$ cat config.mk
export PLATFORM = sky130hd
export DESIGN_NAME = wb_interconnect_n
export DESIGN_NICKNAME = d
export VERILOG_FILES = /design/src/rtl/wb_pkg.sv /design/src/rtl/wb_addr_decoder.sv /design/src/rtl/wb_interconnect_n.sv
export SDC_FILE = /design/constraint.sdc
export NUM_CORES = 1
export LEC_CHECK = 0
export ABC_AREA = 1
export BUFFER_PORTS_ARGS = -buffer_cell sky130_fd_sc_hd__buf_2
export CAP_MARGIN = 20
export CORE_AREA = 2 2 203 205
export CTS_CLUSTER_DIAMETER = 150
export DETAILED_ROUTE_END_ITERATION = 8
export DIE_AREA = 0 0 205 207
export GPL_TIMING_DRIVEN = 1
export HOLD_SLACK_MARGIN = 0.1
export PLACE_DENSITY = 0.39
export REMOVE_ABC_BUFFERS = 1
export SLEW_MARGIN = 20
export SYNTH_ARGS = -nofsm -noshare
export SYNTH_HDL_FRONTEND = slang
export SYNTH_HIERARCHICAL = 1
export SYNTH_SLANG_ARGS = --single-unit
$ cat constraint.sdc
create_clock -name clk_i -period 2.47 [get_ports clk_i]
set_input_delay 0.1235 -clock clk_i [delete_from_list [all_inputs] [get_ports clk_i]]
set_output_delay 0.1235 -clock clk_i [all_outputs]
set_load 0.01 [all_outputs]
$ cat src/rtl/wb_pkg.sv
// rtl/wb_pkg.sv - shared types, default address map and helpers for the Wishbone interconnect
package wb_pkg;

    typedef enum logic [1:0] {
        IDLE = 2'd0,
        BUSY = 2'd1,
        ERR  = 2'd2
    } state_t;

    // Default map for four 32-bit slaves, slice i = slave i (slave 0 in the low bits).
    // Slave 0: 0x3xxx_xxxx, slave 1: 0x2000_0xxx, slaves 2/3 unmapped (mask 0).
    localparam logic [127:0] DEF_SLV_BASE = {32'h0000_0000, 32'h0000_0000,
                                             32'h2000_0000, 32'h3000_0000};
    localparam logic [127:0] DEF_SLV_MASK = {32'h0000_0000, 32'h0000_0000,
                                             32'hFFFF_F000, 32'hF000_0000};

    function automatic int wb_max(input int a, input int b);
        return (a > b) ? a : b;
    endfunction

endpackage

$ cat src/rtl/wb_addr_decoder.sv
// rtl/wb_addr_decoder.sv - combinational base/mask address decoder, lowest matching slave wins
module wb_addr_decoder #(
    parameter int ADDR_WIDTH = 32,
    parameter int NUM_SLV    = 4,
    parameter int IDX_W      = 2,
    parameter logic [NUM_SLV*ADDR_WIDTH-1:0] SLV_BASE = '0,
    parameter logic [NUM_SLV*ADDR_WIDTH-1:0] SLV_MASK = '0
) (
    input  logic [ADDR_WIDTH-1:0] addr,
    output logic                  hit,
    output logic [IDX_W-1:0]      idx
);

    // Scan from the top index down so the lowest matching slave is the last writer
    always_comb begin
        hit = 1'b0;
        idx = '0;
        for (int i = NUM_SLV - 1; i >= 0; i--) begin
            if ((SLV_MASK[i*ADDR_WIDTH +: ADDR_WIDTH] != '0) &&
                ((addr & SLV_MASK[i*ADDR_WIDTH +: ADDR_WIDTH]) == SLV_BASE[i*ADDR_WIDTH +: ADDR_WIDTH])) begin
                hit = 1'b1;
                idx = IDX_W'(i);
            end
        end
    end

endmodule

$ cat src/rtl/wb_interconnect_n.sv
// rtl/wb_interconnect_n.sv - single-master Wishbone interconnect to NUM_SLV decoded slaves with timeout
module wb_interconnect_n
    import wb_pkg::*;
#(
    parameter int ADDR_WIDTH = 32,
    parameter int DATA_WIDTH = 32,
    parameter int NUM_SLV    = 4,
    parameter logic [NUM_SLV*ADDR_WIDTH-1:0] SLV_BASE = DEF_SLV_BASE,
    parameter logic [NUM_SLV*ADDR_WIDTH-1:0] SLV_MASK = DEF_SLV_MASK,
    parameter int TIMEOUT    = 255
) (
    input  logic                                clk_i,
    input  logic                                rst_i,
    input  logic [ADDR_WIDTH-1:0]               M_ADR_O,
    input  logic [DATA_WIDTH-1:0]               M_DAT_O,
    input  logic                                M_WE_O,
    input  logic [DATA_WIDTH/8-1:0]             M_SEL_O,
    input  logic                                M_STB_O,
    input  logic                                M_CYC_O,
    output logic [DATA_WIDTH-1:0]               M_DAT_I,
    output logic                                M_ACK_I,
    output logic                                M_ERR_I,
    output logic [NUM_SLV*DATA_WIDTH-1:0]       S_DAT_I,
    output logic [NUM_SLV*ADDR_WIDTH-1:0]       S_ADR_I,
    output logic [NUM_SLV-1:0]                  S_WE_I,
    output logic [NUM_SLV*(DATA_WIDTH/8)-1:0]   S_SEL_I,
    output logic [NUM_SLV-1:0]                  S_STB_I,
    output logic [NUM_SLV-1:0]                  S_CYC_I,
    input  logic [NUM_SLV*DATA_WIDTH-1:0]       S_DAT_O,
    input  logic [NUM_SLV-1:0]                  S_ACK_O,
    input  logic [NUM_SLV-1:0]                  S_ERR_O,
    output logic                                busy_o
);

    localparam int  SEL_W  = DATA_WIDTH / 8;
    localparam int  IDX_W  = (NUM_SLV > 1) ? $clog2(NUM_SLV) : 1;
    localparam int  CNT_W  = wb_max(8, $clog2(TIMEOUT + 1));
    localparam bit  TMO_EN = (TIMEOUT != 0);

    state_t           r_ps;
    state_t           w_ns;
    logic [IDX_W-1:0] r_sel_q;
    logic [CNT_W-1:0] r_cnt;

    logic             w_hit;
    logic [IDX_W-1:0] w_idx;
    int               w_sel_i;
    logic             w_req;
    logic             w_sel_ack;
    logic             w_sel_err;
    logic             w_timeout;

    wb_addr_decoder #(
        .ADDR_WIDTH (ADDR_WIDTH),
        .NUM_SLV    (NUM_SLV),
        .IDX_W      (IDX_W),
        .SLV_BASE   (SLV_BASE),
        .SLV_MASK   (SLV_MASK)
    ) u_dec (
        .addr (M_ADR_O),
        .hit  (w_hit),
        .idx  (w_idx)
    );

    assign w_sel_i   = int'(r_sel_q);
    assign w_req     = M_STB_O & M_CYC_O;
    assign w_sel_ack = S_ACK_O[w_sel_i];
    assign w_sel_err = S_ERR_O[w_sel_i];
    assign w_timeout = TMO_EN && (r_cnt == CNT_W'(TIMEOUT)) && !w_sel_ack && !w_sel_err;

    // State, selected slave and BUSY-cycle counter; the counter restarts on every IDLE cycle
    always_ff @(posedge clk_i) begin
        if (rst_i) begin
            r_ps    <= IDLE;
            r_sel_q <= '0;
            r_cnt   <= '0;
        end else begin
            r_ps <= w_ns;
            if (r_ps == IDLE) begin
                r_cnt <= '0;
                if (w_req && w_hit) begin
                    r_sel_q <= w_idx;
                end
            end else if (r_ps == BUSY) begin
                r_cnt <= r_cnt + CNT_W'(1);
            end
        end
    end

    // Next state and all routed outputs; everything is held at zero while reset is asserted
    always_comb begin
        w_ns    = r_ps;
        M_DAT_I = '0;
        M_ACK_I = 1'b0;
        M_ERR_I = 1'b0;
        S_DAT_I = '0;
        S_ADR_I = '0;
        S_WE_I  = '0;
        S_SEL_I = '0;
        S_STB_I = '0;
        S_CYC_I = '0;
        busy_o  = 1'b0;

        case (r_ps)
            IDLE: begin
                if (w_req) begin
                    w_ns = w_hit ? BUSY : ERR;
                end
            end
            BUSY: begin
                S_ADR_I[w_sel_i*ADDR_WIDTH +: ADDR_WIDTH] = M_ADR_O;
                S_DAT_I[w_sel_i*DATA_WIDTH +: DATA_WIDTH] = M_DAT_O;
                S_SEL_I[w_sel_i*SEL_W +: SEL_W]           = M_SEL_O;
                S_WE_I[w_sel_i]                           = M_WE_O;
                if (!M_CYC_O) begin
                    // Master abandoned the cycle: drop it silently
                    w_ns = IDLE;
                end else if (w_timeout) begin
                    M_ERR_I = 1'b1;
                    w_ns    = IDLE;
                end else begin
                    S_STB_I[w_sel_i] = M_STB_O;
                    S_CYC_I[w_sel_i] = 1'b1;
                    M_DAT_I = S_DAT_O[w_sel_i*DATA_WIDTH +: DATA_WIDTH];
                    M_ACK_I = w_sel_ack;
                    M_ERR_I = w_sel_err;
                    if (w_sel_ack || w_sel_err) begin
                        w_ns = IDLE;
                    end
                end
            end
            ERR: begin
                M_ERR_I = 1'b1;
                w_ns    = IDLE;
            end
            default: begin
                w_ns = IDLE;
            end
        endcase

        busy_o = (r_ps != IDLE);

        if (rst_i) begin
            M_DAT_I = '0;
            M_ACK_I = 1'b0;
            M_ERR_I = 1'b0;
            S_DAT_I = '0;
            S_ADR_I = '0;
            S_WE_I  = '0;
            S_SEL_I = '0;
            S_STB_I = '0;
            S_CYC_I = '0;
            busy_o  = 1'b0;
        end
    end

endmodule

==> impl_results.md <==
- H-tree Lvls: 1
- Status: finished clean
- Slew HR: 0.6207
- Core Rows: 74
- Initial antenna violation count: 5
- Ys Warns: 6
- CP Max Fanout: 68
- Die Area: 0.04244 sq mm
- Max Clk Rate: 426.4 MHz
- #FFs+latches synth: 12
- Chip width: 205 um
- Clock buffer count from CTS: 3
- Crit path launch type: flop
- Max Cap Viol: 0
- Area leader, netlist: nor3_2
- Fraction of the yosys area taken by sequential cells: 0.04750
- Via-to-Cell Ratio: 4.064
- Post-synthesis cell count: 820
- Pre-CTS setup slack: 0.3436 ns
- Most area-consuming cells after synthesis: nor3_2 (32%), nor2_1 (13%), nor3_1 (11%)
- CTS tree: done
- Worst slew pin tran: 0.5690 ns
- Tot Pwr: 0.0009815 W
- Worst clock skew: 0.003276 ns
- Final HPWL from detailed placement: 24620 um
- Skew-Pair Late Insertion Delay: 0.24 ns
- VDD IR max: 0.1617 mV
- Final period utilization: 0.9495
- Post-Route WL: 30550 um
- GR Overflow Total: 0
- Final ANT Viol Nets: 0
- Vias in the first global route: 7040
- Layout area overhead: 66.90%
- WS Path Type: reg -> out
- CTS Buffer Depth: 2
- Syn Area/Cell: 6.168 sq um
- Slew Viols, Final: 0
- Fin crit period: 2.345 ns
- P_leak: 4.245 nW
- # IOs: 528
- Core Box Area: 0.04037 sq mm
- Root Buffer: clkbuf_16
- Fin. Hold Viols: 0
- Count of unique library cells instantiated by Yosys: 25
- Hold_ws: 0.1918 ns
- Final GP Congestion: 0.8368
- Worst path arrival time: 2.22 ns
- Port Buffers: 527
- Layout fillers: 4721
- Setup crit end kind: output port
- Hold Crit Class: in -> reg
- Starting Density: 0.1253
- Vert. Die Dim: 207 um
- Largest net degree at the start of global routing: 69
- Number of detailed-route iterations in the first pass: 5
- Fraction of layout cells with a size suffix above 1: 0.5991
- Critical Path RT: 2.35 ns
- GRT Total Usage: 0.1311
- Pwr dens: 116.3 mW/mm^2
- WL per Instance: 16.59 um
- Sequential Area: 242.7 sq um
- First DRT Iteration DRCs: 406
- Area share of the largest cell type after synthesis: 0.3246
- Multi-input logic area: 0.003998 sq mm
- Clock slew at reported path FFs: 0.05 ns
- RSZ-0062 raised after global routing: no
- Vias: 7482
- DRC violations left: 0
- Nets: 1526
- Global-route wire length before repair: 43280 um
- Final worst setup slack: 0.1246 ns
- Clock sinks: 12
- Setup Viol. Count Final: 0
- Post-Syn Area: 0.005057 sq mm
- Fin util: 0.2091
[critical path, cell delays in order (launching register included)]
cell     delay (ns)
dfxtp_1        0.32
inv_1          0.09
ha_1           0.31
inv_2          0.11
nor2_4         0.15
buf_4          0.17
nand3_4        0.07
buf_12         0.18
nor3_1         0.26
buf_2          0.17
[cells in the final DEF (no fill, tap or decap), types with 2 or more instances in the layout]
cell type / netlist / final
buf_2: 25 / 527
nor2_1: 170 / 170
nor3_2: 164 / 164
nor3_1: 111 / 111
inv_1: 92 / 92
o21ai_0: 67 / 67
nand2_1: 38 / 35
a21oi_2: 32 / 32
buf_4: 7 / 27
nand3_1: 17 / 15
buf_12: 0 / 12
dfxtp_1: 12 / 10
ha_1: 9 / 9
a21oi_1: 8 / 8
inv_2: 4 / 4
nand2_4: 0 / 4
nand3_4: 0 / 4
clkbuf_16: 0 / 3
diode_2: 0 / 2
nand4_1: 2 / 2
a211oi_1: 2 / 2
dfxtp_2: 0 / 2
[path summary, 6_finish.rpt]
path                                from          end  slack, ns  cells after the start
worst max-delay path             r_ps[1]  S_ADR_I[71]       0.12                      9
worst max register to register   r_ps[1]     r_cnt[7]       0.92                      9
worst min-delay path               rst_i      r_ps[0]       0.19                      2
worst min register to register  r_cnt[7]     r_cnt[7]       0.47                      2
[metal layers]
metal | up-vias | share of wire | track usage
li1 | 3683 | - | -
met4 | 4 | 0.026 | 0.03523
met5 | - | 0.00098 | 0
met1 | 3364 | 0.38 | 0.1483
met2 | 395 | 0.51 | 0.2487
met3 | 36 | 0.081 | 0.02281
[cells in the mapped netlist (all sizes together)]
cell type	instances
nand4	2
nand2	40
nor3	275
ha	9
a21oi	40
clkbuf	26
o21a	1
nor2	171
a211oi	2
o21ai	67
buf	57
dfxtp	12
nand3	20
inv	96
conb	1
or2	1
[report_power, final]
| group | internal, W | leakage, nW | total, W | switching [W] |
|---|---|---|---|---|
| clock network | 0.000245 | 0.0442 | 0.000332 | 0.0000875 |
| logic | 0.000174 | 4.10 | 0.000452 | 0.000278 |
| registers | 0.000196 | 0.0978 | 0.000198 | 0.00000154 |
[sequential cells by signal, summed over array words and instances (netlist names)]
| name | flops |
|---|---|
| r_ps | 2 |
| r_sel_q | 2 |
| r_cnt | 8 |
[final cells by class]
type,instances,share of cell area
clock buffers,4,0.01052
repair buffers,566,0.3650
well taps,532,0.07886
multi-input cells,629,0.4736
flip-flops and latches,12,0.02876
inverters,96,0.04269
diodes,2,0.0005929
[cells by family after synthesis]
family,after synthesis,synth area share
adder cells (fa/ha/maj),9,0.02227
other,1,0.0007415
flip-flops,12,0.04750
AND/OR/NAND/NOR,509,0.6200
buffers and inverters,179,0.1754
AO/OA/AOI/OAI,110,0.1341
[repair_timing]
item                       CTS  global route
resized for setup            0             1
setup endpoints to repair    0            33
buffers inserted             0             0
hold buffers                 0             0
[per-stage QoR]
step,setup TNS (ns),area (sq um),instances
after floorplan,-779.04,4531,737
after global placement,0,8342,1835
after CTS,0,8431,1839
final,0,8441,1841
after detailed placement,0,8342,1835
after global routing,0,8436,1839
Power figures use the tool's default switching activity.
